`src/rtl/product_accumulator_if.sv`:
```
// ---------------------------------------------------------------------------
// product_accumulator_if
//
// Purpose: bundles the two valid/ready handshakes of the product accumulator
// into one interface so the upstream multiplier side and the downstream
// consumer side travel together.
//
// Signals:
//   in_valid   upstream offers a product on in_prod
//   in_ready   accumulator accepts the offered product this cycle
//   in_prod    8-bit unsigned product
//   out_valid  out_sum/out_ovf hold a completed batch
//   out_ready  consumer takes the result this cycle
//   out_sum    ACC_W-bit batch sum (wrapped or saturated)
//   out_ovf    batch sum exceeded 2^ACC_W-1
//
// Modports:
//   master  environment side (drives products and out_ready)
//   slave   accumulator side (drives in_ready and the result)
// ---------------------------------------------------------------------------
interface product_accumulator_if #(
   parameter int ACC_W = 12
);

   logic             in_valid;
   logic             in_ready;
   logic [7:0]       in_prod;
   logic             out_valid;
   logic             out_ready;
   logic [ACC_W-1:0] out_sum;
   logic             out_ovf;

   modport master (
      output in_valid,
      output in_prod,
      output out_ready,
      input  in_ready,
      input  out_valid,
      input  out_sum,
      input  out_ovf
   );

   modport slave (
      input  in_valid,
      input  in_prod,
      input  out_ready,
      output in_ready,
      output out_valid,
      output out_sum,
      output out_ovf
   );

endinterface

```
`src/rtl/product_accumulator.sv`:
```
// ---------------------------------------------------------------------------
// product_accumulator
//
// Purpose: sums a fixed batch of COUNT 8-bit products from the 4x4 array
// multiplier into an ACC_W-bit accumulator and presents the batch sum plus
// an overflow flag on an output valid/ready handshake.
//
// Parameters:
//   COUNT  products per batch (1..15)
//   ACC_W  accumulator / result width (8..16)
//
// Ports:
//   clk      single clock, rising edge
//   rst_n    asynchronous active-low reset
//   i_clear  synchronous batch abort (discards partial sum and pending result)
//   io_bus   product_accumulator_if.slave carrying both handshakes
//
// Build option:
//   ACC_SATURATE_EN  when defined, the accumulator clamps to 2^ACC_W-1 on
//                    the first carry and stays clamped for the rest of the
//                    batch; otherwise it wraps modulo 2^ACC_W. out_ovf is
//                    sticky for the batch in both builds.
// ---------------------------------------------------------------------------
module product_accumulator #(
   parameter int COUNT = 4,
   parameter int ACC_W = 12
) (
   input  logic                  clk,
   input  logic                  rst_n,
   input  logic                  i_clear,
   product_accumulator_if.slave  io_bus
);

   typedef enum logic {
      ST_ACC  = 1'b0,
      ST_HOLD = 1'b1
   } state_t;

   localparam logic [3:0] LAST_IDX = 4'(COUNT - 1);

   state_t           r_state;
   logic [ACC_W-1:0] r_acc;
   logic [3:0]       r_cnt;
   logic             r_ovf;
   logic             r_outValid;
   logic [ACC_W-1:0] r_outSum;
   logic             r_outOvf;

   logic             w_inReady;
   logic             w_accept;
   logic [ACC_W:0]   w_sum;
   logic             w_ovfNext;
   logic [ACC_W-1:0] w_accNext;

   // in_ready comes straight from registered state so clear can veto an
   // accept in the same cycle it is raised.
   assign w_inReady = (r_state == ST_ACC) && !i_clear;
   assign w_accept  = io_bus.in_valid && w_inReady;

   // One extra bit catches the carry out of the accumulator.
   assign w_sum     = {1'b0, r_acc} + {{(ACC_W-7){1'b0}}, io_bus.in_prod};
   assign w_ovfNext = r_ovf | w_sum[ACC_W];

`ifdef ACC_SATURATE_EN
   // Once the batch has overflowed the accumulator pins at full scale.
   assign w_accNext = w_ovfNext ? {ACC_W{1'b1}} : w_sum[ACC_W-1:0];
`else
   assign w_accNext = w_sum[ACC_W-1:0];
`endif

   // Two-state controller: ACC collects COUNT products, HOLD presents the
   // result until the consumer takes it. The last accept loads the result
   // and restarts the accumulator in the same edge.
   always_ff @(posedge clk or negedge rst_n) begin
      if (!rst_n) begin
         r_state    <= ST_ACC;
         r_acc      <= '0;
         r_cnt      <= '0;
         r_ovf      <= 1'b0;
         r_outValid <= 1'b0;
         r_outSum   <= '0;
         r_outOvf   <= 1'b0;
      end else if (i_clear) begin
         r_state    <= ST_ACC;
         r_acc      <= '0;
         r_cnt      <= '0;
         r_ovf      <= 1'b0;
         r_outValid <= 1'b0;
      end else begin
         case (r_state)
            ST_ACC: begin
               if (w_accept) begin
                  if (r_cnt == LAST_IDX) begin
                     r_outSum   <= w_accNext;
                     r_outOvf   <= w_ovfNext;
                     r_outValid <= 1'b1;
                     r_state    <= ST_HOLD;
                     r_acc      <= '0;
                     r_cnt      <= '0;
                     r_ovf      <= 1'b0;
                  end else begin
                     r_acc <= w_accNext;
                     r_cnt <= r_cnt + 4'd1;
                     r_ovf <= w_ovfNext;
                  end
               end
            end
            ST_HOLD: begin
               if (r_outValid && io_bus.out_ready) begin
                  r_outValid <= 1'b0;
                  r_state    <= ST_ACC;
               end
            end
            default: begin
               r_state <= ST_ACC;
            end
         endcase
      end
   end

   assign io_bus.in_ready  = w_inReady;
   assign io_bus.out_valid = r_outValid;
   assign io_bus.out_sum   = r_outSum;
   assign io_bus.out_ovf   = r_outOvf;

endmodule

```
`src/flat_wrapper.sv`:
```
// flat-port wrapper written by rule: the top's interface ports become plain ports
module product_accumulator_flat 
#(
   parameter int COUNT = 4,
   parameter int ACC_W = 12
)
  (clk, rst_n, i_clear, io_bus_in_valid, io_bus_in_prod, io_bus_out_ready, io_bus_in_ready, io_bus_out_valid, io_bus_out_sum, io_bus_out_ovf);
  product_accumulator_if #(.ACC_W(ACC_W)) io_bus_i ();
  input  logic clk;
  input  logic rst_n;
  input  logic i_clear;
  input wire logic [$bits(io_bus_i.in_valid)-1:0] io_bus_in_valid;
  input wire logic [$bits(io_bus_i.in_prod)-1:0] io_bus_in_prod;
  input wire logic [$bits(io_bus_i.out_ready)-1:0] io_bus_out_ready;
  output wire logic [$bits(io_bus_i.in_ready)-1:0] io_bus_in_ready;
  output wire logic [$bits(io_bus_i.out_valid)-1:0] io_bus_out_valid;
  output wire logic [$bits(io_bus_i.out_sum)-1:0] io_bus_out_sum;
  output wire logic [$bits(io_bus_i.out_ovf)-1:0] io_bus_out_ovf;
  assign io_bus_i.in_valid = io_bus_in_valid;
  assign io_bus_i.in_prod = io_bus_in_prod;
  assign io_bus_i.out_ready = io_bus_out_ready;
  assign io_bus_in_ready = io_bus_i.in_ready;
  assign io_bus_out_valid = io_bus_i.out_valid;
  assign io_bus_out_sum = io_bus_i.out_sum;
  assign io_bus_out_ovf = io_bus_i.out_ovf;
  product_accumulator #(.COUNT(COUNT), .ACC_W(ACC_W)) u_core (.clk(clk), .rst_n(rst_n), .i_clear(i_clear), .io_bus(io_bus_i));
endmodule
```
`config.mk`:
```
export PLATFORM = sky130hd
export DESIGN_NAME = product_accumulator_flat
export DESIGN_NICKNAME = d
export VERILOG_FILES = /design/src/rtl/product_accumulator_if.sv /design/src/rtl/product_accumulator.sv /design/src/flat_wrapper.sv
export SDC_FILE = /design/constraint.sdc
export NUM_CORES = 1
export LEC_CHECK = 0
export CAP_MARGIN = 20
export CORE_AREA = 2 2 59 61
export CTS_CLUSTER_SIZE = 8
export DETAILED_ROUTE_END_ITERATION = 12
export DIE_AREA = 0 0 61 63
export HOLD_SLACK_MARGIN = 0.1
export PLACE_DENSITY = 0.9
export SYNTH_ARGS = -nofsm -noshare
export SYNTH_HDL_FRONTEND = slang
export SYNTH_SLANG_ARGS = --single-unit
export TNS_END_PERCENT = 10
```
`constraint.sdc`:
```
create_clock -name clk -period 5 [get_ports clk]
set_input_delay 1 -clock clk [delete_from_list [all_inputs] [get_ports clk]]
set_output_delay 1 -clock clk [all_outputs]
set_load 0.005 [all_outputs]
```
==> run metrics, run 1 <==
Core ar. 3230 um^2; Adder-Cell Fraction of Synth Area 0.0745; insertion delay to the later sink of the worst-skew pair 0.34 ns; commonest non-fill, non-tap cell in the layout dfrtp_1; endpoints failing setup 0; Data arrival, critical path 2.24 ns; synthesized instance count 162; syn_area_per_cell 11.0 um^2; largest family of logic cells by synthesized area compound AO/OA/AOI/OAI gates; IO Port Bufs 27; status finished, final reports clean; Syn-to-layout area delta 21.2%; Seq cells post-synth 32; antenna cells 0; Setup Skew 0.00753 ns; CP Capture Type output port; final count of hold timing violations 0; Final ANT Viol Nets 0; floorplan die height 63 um; antenna violations before repair 0; nets 216; mux share of post-synthesis cell area 0.0563; layout cells sized above 1 0.155; max-slew violation count 0; clock buffer depth 2; final core area utilization 0.667; Max IR drop VDD 188 uV; Sinks on Clock Net 32; die area 3840 um^2; most frequent cells in the layout dfrtp_1, clkdlybuf4s50_1, nand2_1; Yosys cell types 46; postcts setup bufs 0; RD Place Congestion 0.818; largest net degree at the start of global routing 33; Final Cell Area 2160 um^2; CTS tree done; Simple-Gate Fraction of Synth Area 0.115; Core Rows 21; Global Route Usage Sum 0.214; vias in the first global route 1,445; compound-cell area share of the yosys netlist 0.228; CP startpoint kind input pin; Max Cap Viol 0; Post-synth EDFFs 0; syn_nets 185; worst slew pin tran 0.979 ns; clock buffer count from CTS 5; routed len/inst 14.6 um; dpl cell area 2100 um^2; Worst Path Required 4.00 ns; starting density of the core 0.551; Hold WC Path Type reg2reg; Worst Setup Path Type in2out; Slew headroom 0.344; final hold slack 0.494 ns; CP max FO 10; root buf cell clkbuf_4; DRC errors left 0; total of warnings raised by yosys 0; post-CTS sizing 0; fmax 0.308 GHz; drt first pass iters 4; grt ovf 0; FFs w/ async S/R, synth 1.00; IO Count 28; Seq/Total Area, Yosys 0.450; r2r setup slk 2.87 ns; final worst path period share 0.649; power per cell area 300 nW/um^2; xor/xnor share of the synthesized area 0.0492; drt total wl 3510 um; via/cell ratio 5.69; die extent in x 61 um; Cell Area, Synth 1780 um^2; minimum clock period 3.24 ns; Final TNS setup 0 ns; Hold-fix buffers, CTS 0; Reg clk slew, reported paths 0.09 ns; first-pass GRT wire length 6280 um; H-tree Lvls 2; Vias 1,365; DRT iter0 DRCs 68; dominant synthesized flop cell dfrtp_1; unrepaired setup endpoints after global routing false; Post-DP HPWL 2530 um; leakage 1.00 nW
-- Yosys cell counts, types with 2 or more instances --
cell / number / share of area
buf_2: 3 / 0.0084
o211a_1: 2 / 0.011
o21ai_1: 4 / 0.011
and3_1: 2 / 0.0070
xnor2_1: 8 / 0.039
a21oi_1: 10 / 0.028
nand2_2: 2 / 0.0070
nand2_1: 15 / 0.032
xor2_1: 2 / 0.0098
dfrtp_1: 32 / 0.45
o31ai_1: 4 / 0.017
mux2_2: 8 / 0.051
ha_1: 9 / 0.063
nor2_1: 11 / 0.023
inv_1: 8 / 0.017
o21ai_0: 4 / 0.011
o22ai_1: 2 / 0.0070
a22o_1: 8 / 0.039
-- critical path, cell delays in order --
cell and delay [ns]:
clkdlybuf4s50_1 0.58, nor2_1 0.16, clkdlybuf4s50_1 0.51
-- cell type report --
cell class | instances | area (um^2)
inverter | 8 | 30.0
clock buffer | 6 | 51.3
multi-input combinational | 118 | 930
timing repair buffer | 28 | 278
sequential | 32 | 801
fill | 262 | 1070
tap | 46 | 57.6
clock inverter | 2 | 10.0
-- sequential cells by signal, indices dropped and copies added, names as in the netlist --
name,count
u_core.io_bus.out_valid,1
u_core.r_state,1
u_core.io_bus.out_sum,12
u_core.io_bus.out_ovf,1
u_core.r_cnt,4
u_core.r_ovf,1
u_core.r_acc,12
-- kinds of logic after synthesis --
kind of cell | Yosys count
and+or+nand+nor | 41
DFF | 32
buffers and inverters | 12
adders and majority gates | 10
AOI/OAI and AO/OA | 48
muxes | 9
xor gates and xnor gates | 10
-- layer usage --
| layer | wire length (um) | share of wire | track usage | vias up |
|---|---|---|---|---|
| met2 | 1770 | 0.50 | 0.356 | 47 |
| met4 | 46 | 0.013 | 0.0625 | 0 |
| li1 | - | - | - | 650 |
| met3 | 197 | 0.056 | 0.0600 | 7 |
| met1 | 1490 | 0.43 | 0.266 | 661 |
| met5 | 0 | 0 | 0 | - |
-- worst paths after layout --
| path | from | to | cells after the start |
|---|---|---|---|
| worst max-delay path | i_clear | io_bus_in_ready | 3 |
| worst min-delay path | u_core.io_bus.out_sum[8] | u_core.io_bus.out_sum[8] | 2 |
| worst max register to register | u_core.r_cnt[0] | u_core.r_acc[8] | 6 |
| worst min register to register | u_core.io_bus.out_sum[8] | u_core.io_bus.out_sum[8] | 2 |
| max in group asynchronous | rst_n | u_core.io_bus.out_sum[0] | 2 |
| min in group asynchronous | rst_n | u_core.r_state | 2 |
-- metrics by stage --
| stage | total power, W | setup WS (ns) | cells |
|---|---|---|---|
| 4_1_cts | 0.000653 | 1.77 | 240 |
| 3_3_place_gp | 0.000488 | 1.80 | 232 |
| 6_report | 0.000648 | 1.76 | 240 |
| 5_1_grt | 0.000683 | 1.73 | 240 |
| 2_1_floorplan | 0.000425 | 2.39 | 162 |
| 3_5_place_dp | 0.000496 | 1.78 | 232 |
-- power breakdown --
part           switching (W)  total [W]  internal, W
clock network      0.0000884   0.000155    0.0000668
registers          0.0000168   0.000302     0.000285
logic              0.0000928   0.000190    0.0000976
total               0.000198   0.000648     0.000450
Power figures use the tool's default switching activity.
==> run 2: changes to the inputs <==
Settings changed: CORE_AREA 2 2 59 61 to 2 2 61 63, DIE_AREA 0 0 61 63 to 0 0 63 65, PLACE_DENSITY 0.9 to 0.86.
Clock period 5 ns to 3.3 ns, I/O delays scaled along.
==> run 2 against run 1 <==
Against the previous run: register-to-register slack got worse by 1.7 ns; flip-flop and latch count did not move; highest routed layer unchanged; utilization decreased by 5.2 points; first-iteration DRC count decreased by 38%; clock power is 24% higher; critical path depth unchanged; setup slack worse by 1.0 ns; cell count grew 0.42%; worst hold slack worse by 0.013 ns; design area fell by 0.29%.
==> run metrics, run 2 (synthesis gave the netlist of run 1 again) <==
Placed Instances 236; Setup Skew 0.00395 ns; die area 4100 um^2; grt ovf 0; routed len/inst 13.3 um; Hold WC Path Type reg2reg; Post-DP HPWL 2320 um; drt total wl 3210 um; final count of hold timing violations 0; worst slew pin tran 0.674 ns; Worst Path Required 2.64 ns; leakage 1.00 nW; Data arrival, critical path 1.91 ns; largest net degree at the start of global routing 33; FF-to-FF Start u_core.r_acc[0]; Core Rows 22; Worst Setup Path Type in2out; clock buffer depth 2; antenna violations before repair 0; Vias 1,297; Comb pwr share 0.307; worst hold path cell count 2; CTS tree done; most frequent cells in the layout dfrtp_1, clkdlybuf4s50_1, nand2_1; status finished, final reports clean; post-CTS sizing 0; hold path startpoint u_core.io_bus.out_sum[8]; final hold slack 0.481 ns; Net Sw Power 0.000281 W; CP startpoint kind input pin; max-slew violation count 0; R2R Path End u_core.io_bus.out_sum[10]; clock group share of total power 0.205; die extent in x 63 um; Global Route Usage Sum 0.184; vias in the first global route 1,336; Pwr Total 0.000933 W; Hold-fix buffers, CTS 0; final worst path period share 0.779; Post-Place Worst Slack 0.481 ns; Seq pwr share 0.488; starting density of the core 0.509; Final TNS setup 0 ns; antenna cells 0; Syn-to-layout area delta 20.9%; DRC errors left 0; postcts setup bufs 0; CP Capture Type output port; clock buffer count from CTS 5; power per cell area 434 nW/um^2; CP max FO 10; commonest non-fill, non-tap cell in the layout dfrtp_1; via/cell ratio 5.38; root buf cell clkbuf_4; FILL cells 286; fmax 0.389 GHz; floorplan die height 65 um; non-filler cells, final 241; WHS Endpoint u_core.io_bus.out_sum[8]; unrepaired setup endpoints after global routing false; H-tree Lvls 2; Reg clk slew, reported paths 0.08 ns; RD Place Congestion 0.815; DRT iter0 DRCs 42; nets 218; Max Cap Viol 0; internal power 0.000652 W; insertion delay to the later sink of the worst-skew pair 0.33 ns; layout cells sized above 1 0.150; endpoints failing setup 0; Max IR drop VDD 292 uV; IO Port Bufs 27; sw frac 0.301; Slew headroom 0.548; Sinks on Clock Net 32; IO Count 28; Final ANT Viol Nets 0; Register-to-Register Path Depth 7; Core ar. 3500 um^2; minimum clock period 2.57 ns; first-pass GRT wire length 5910 um; worst setup margin 0.729 ns; drt first pass iters 4; r2r setup slk 1.19 ns
-- run 2: cell types whose count changed in the layout (fill, tap and decap cells not counted) --
cell / previous run / this run
clkbuf_8: 1 / 0
buf_4: 1 / 3
clkinv_2: 2 / 0
-- run 2: how the worst max path moves through the flow --
| stage | from | end | cells after the start |
|---|---|---|---|
| global placement | io_bus_in_prod[0] | u_core.io_bus.out_sum[10] | 8 |
| global route | i_clear | io_bus_in_ready | 3 |
| detailed placement | io_bus_in_prod[0] | u_core.io_bus.out_sum[10] | 8 |
| finish | i_clear | io_bus_in_ready | 3 |
| floorplan | io_bus_in_prod[0] | u_core.io_bus.out_sum[10] | 7 |
| CTS | i_clear | io_bus_in_ready | 3 |
-- run 2: area by class of cell --
class | instances | area, um^2 | area share
Clock buffer | 5 | 37.5 | 0.0175
Inverter | 8 | 30.0 | 0.0140
Multi-Input combinational cell | 118 | 930 | 0.432
Sequential cell | 32 | 801 | 0.372
Tap cell | 48 | 60.1 | 0.0279
Timing Repair Buffer | 30 | 293 | 0.136
-- run 2: layer usage --
metal  vias to the layer above  track usage  wire, um
met4                         0       0.0944        70
met5                         -            0         0
met1                       618        0.244      1580
met3                         8       0.0347       107
li1                        650            -         -
met2                        21        0.290      1450
-- run 2: per-stage QoR --
stage,instance area (um^2),util
2_1_floorplan,1780,-
3_3_place_gp,2110,0.605
3_5_place_dp,2110,0.605
4_1_cts,2150,0.615
5_1_grt,2150,0.615
6_report,2150,0.615
-- run 2: power groups by stage --
stage,Combinational (W),Clock [W],Sequential (W)
2_1_floorplan,0.000182,0,0.000462
3_3_place_gp,0.000282,0,0.000462
3_5_place_dp,0.000287,0,0.000463
4_1_cts,0.000289,0.000195,0.000455
5_1_grt,0.000318,0.000205,0.000462
6_report,0.000286,0.000192,0.000455
-- run 2: worst max-delay path: stages --
cell and delay, ns:
clkdlybuf4s50_1 0.58, nor2_1 0.17, clkdlybuf4s50_1 0.51
==> run 3: changes to the inputs <==
Settings changed: CORE_AREA 2 2 61 63 to 2 2 64 66, DIE_AREA 0 0 63 65 to 0 0 66 68, PLACE_DENSITY 0.86 to 0.82.
Clock period 3.3 ns to 2.3 ns, I/O delays scaled along.
==> run 3 against run 2 <==
Against the previous run: setup slack worse by 0.64 ns; clock power grew 94%; critical path depth is 6 higher; design area rose by 7.4%; combinational power up 64%; die area up 9.6%; total power increased by 61%; routed wire length increased by 11%; non-clock buffer count is 16 higher; sequential power up 44%; critical path type is now in2reg; largest power group unchanged; highest routed layer unchanged.
==> run metrics, run 3 (synthesis gave the netlist of run 1 again) <==
Sinks on Clock Net 32; Setup Skew 0.00470 ns; Hold WC Path Type reg2reg; DRT iter0 DRCs 64; floorplan die height 68 um; die area 4490 um^2; final worst path period share 0.964; via/cell ratio 5.36; Seq pwr share 0.439; r2r setup slk 0.31 ns; DRC errors left 0; IO Port Bufs 27; Max IR drop VDD 439 uV; Register-to-Register Path Depth 8; Data arrival, critical path 2.40 ns; peak per-stage delay on the critical path 0.41 ns; power per cell area 648 nW/um^2; Top Family by Delay on Critical Path compound AO/OA/AOI/OAI gates; final count of hold timing violations 0; Core ar. 3860 um^2; sw frac 0.285; first-pass GRT wire length 6130 um; CP startpoint kind input pin; Net Sw Power 0.000427 W; commonest non-fill, non-tap cell in the layout dfrtp_1; H-tree Lvls 2; routed len/inst 13.7 um; fmax 0.451 GHz; Syn-to-layout area delta 29.9%; layout cells sized above 1 0.225; worst hold path cell count 2; hold path startpoint u_core.io_bus.out_sum[11]; clock buffer count from CTS 5; antenna cells 0; grt ovf 0; FF-to-FF Start u_core.r_acc[0]; most frequent cells in the layout dfrtp_1, clkdlybuf4s50_1, buf_4; R2R Path End u_core.r_acc[10]; largest net degree at the start of global routing 33; CP Capture Type flop; IO Count 28; WHS Endpoint u_core.io_bus.out_sum[11]; RD Place Congestion 0.842; starting density of the core 0.461; Vias 1,389; minimum clock period 2.22 ns; endpoints failing setup 0; CTS tree done; drt total wl 3550 um; dpl cell area 2240 um^2; CP max FO 4; Hold-fix buffers, CTS 0; Max Cap Viol 0; clock buffer depth 2; nets 234; CP Buf/Inv Count 2; critical path, cell by cell clkdlybuf4s50_1 > ha_1 > fa_1 > a21oi_2 > buf_4 > o22ai_4 > o31ai_4 > a21oi_1 > o22ai_1; root buf cell clkbuf_8; internal power 0.00107 W; unrepaired setup endpoints after global routing false; Final Cell Area 2310 um^2; Post-DP HPWL 2670 um; Final ANT Viol Nets 0; postcts setup bufs 0; vias in the first global route 1,354; slowest stage cell, crit path clkdlybuf4s50_1; final core area utilization 0.599; Comb pwr share 0.313; max-slew violation count 0; leakage 1.09 nW; Reg clk slew, reported paths 0.05 ns; drt first pass iters 4; Worst Path Required 2.48 ns; die extent in x 66 um; Worst Setup Path Type in2reg; clock group share of total power 0.248; antenna violations before repair 0; worst slew pin tran 0.421 ns; insertion delay to the later sink of the worst-skew pair 0.28 ns; Slew headroom 0.718; status finished, final reports clean; Global Route Usage Sum 0.185; Core Rows 23
-- run 3: worst min-delay path: stages (launching register included) --
cell and delay (ns):
dfrtp_1 0.34, nand2_1 0.05, o21ai_1 0.06
-- run 3: how the worst max path moves through the flow --
stage	slack [ns]	depth (start not counted)	startpoint	endpoint
floorplan	0.23	7	io_bus_in_prod[0]	u_core.io_bus.out_sum[10]
global placement	-0.16	9	io_bus_in_prod[0]	u_core.io_bus.out_sum[10]
detailed placement	-0.21	9	io_bus_in_prod[0]	u_core.io_bus.out_sum[4]
CTS	0.06	9	io_bus_in_prod[0]	u_core.r_acc[10]
global route	0.01	9	io_bus_in_prod[0]	u_core.io_bus.out_sum[4]
finish	0.08	9	io_bus_in_prod[0]	u_core.r_acc[10]
-- run 3: metrics by stage --
stage / cells / TNS (ns) / setup WS [ns] / hold WS, ns / power (W)
floorplan: 162 / 0 / 0.235 / 0.164 / 0.000924
global placement: 254 / -1.36 / -0.163 / 0.465 / 0.00112
detailed placement: 254 / -1.93 / -0.213 / 0.476 / 0.00113
CTS: 259 / 0 / 0.0584 / 0.489 / 0.00151
global route: 259 / 0 / 0.0114 / 0.512 / 0.00159
finish: 259 / 0 / 0.0839 / 0.479 / 0.00150
-- run 3: final cells by class --
type,instances,area (um^2)
inverter,8,30.0
sequential,32,801
clock buffer,5,68.8
tap,50,62.6
timing repair buffer,46,413
multi-input combinational,118,936
fill,352,1550
-- run 3: timing repair --
item,4_1_cts,5_1_grt
resized for setup,0,2
endpoints found under the hold margin,0,0
endpoints found under the setup margin,0,5
-- run 3: power by group through the flow --
stage	logic [W]	registers, W	clock network [W]
global route	0.000519	0.000666	0.000409
finish	0.000469	0.000657	0.000372
detailed placement	0.000467	0.000667	0
global placement	0.000454	0.000664	0
floorplan	0.000261	0.000663	0
CTS	0.000471	0.000657	0.000387
-- run 3: per-layer routing --
layer / share of wire / vias up / wire length (um) / global-route usage
met5: 0 / - / 0 / 0
met4: 0.023 / 0 / 80 / 0.0791
met3: 0.033 / 7 / 116 / 0.0493
met2: 0.49 / 25 / 1730 / 0.297
met1: 0.46 / 675 / 1630 / 0.238
li1: - / 682 / - / -
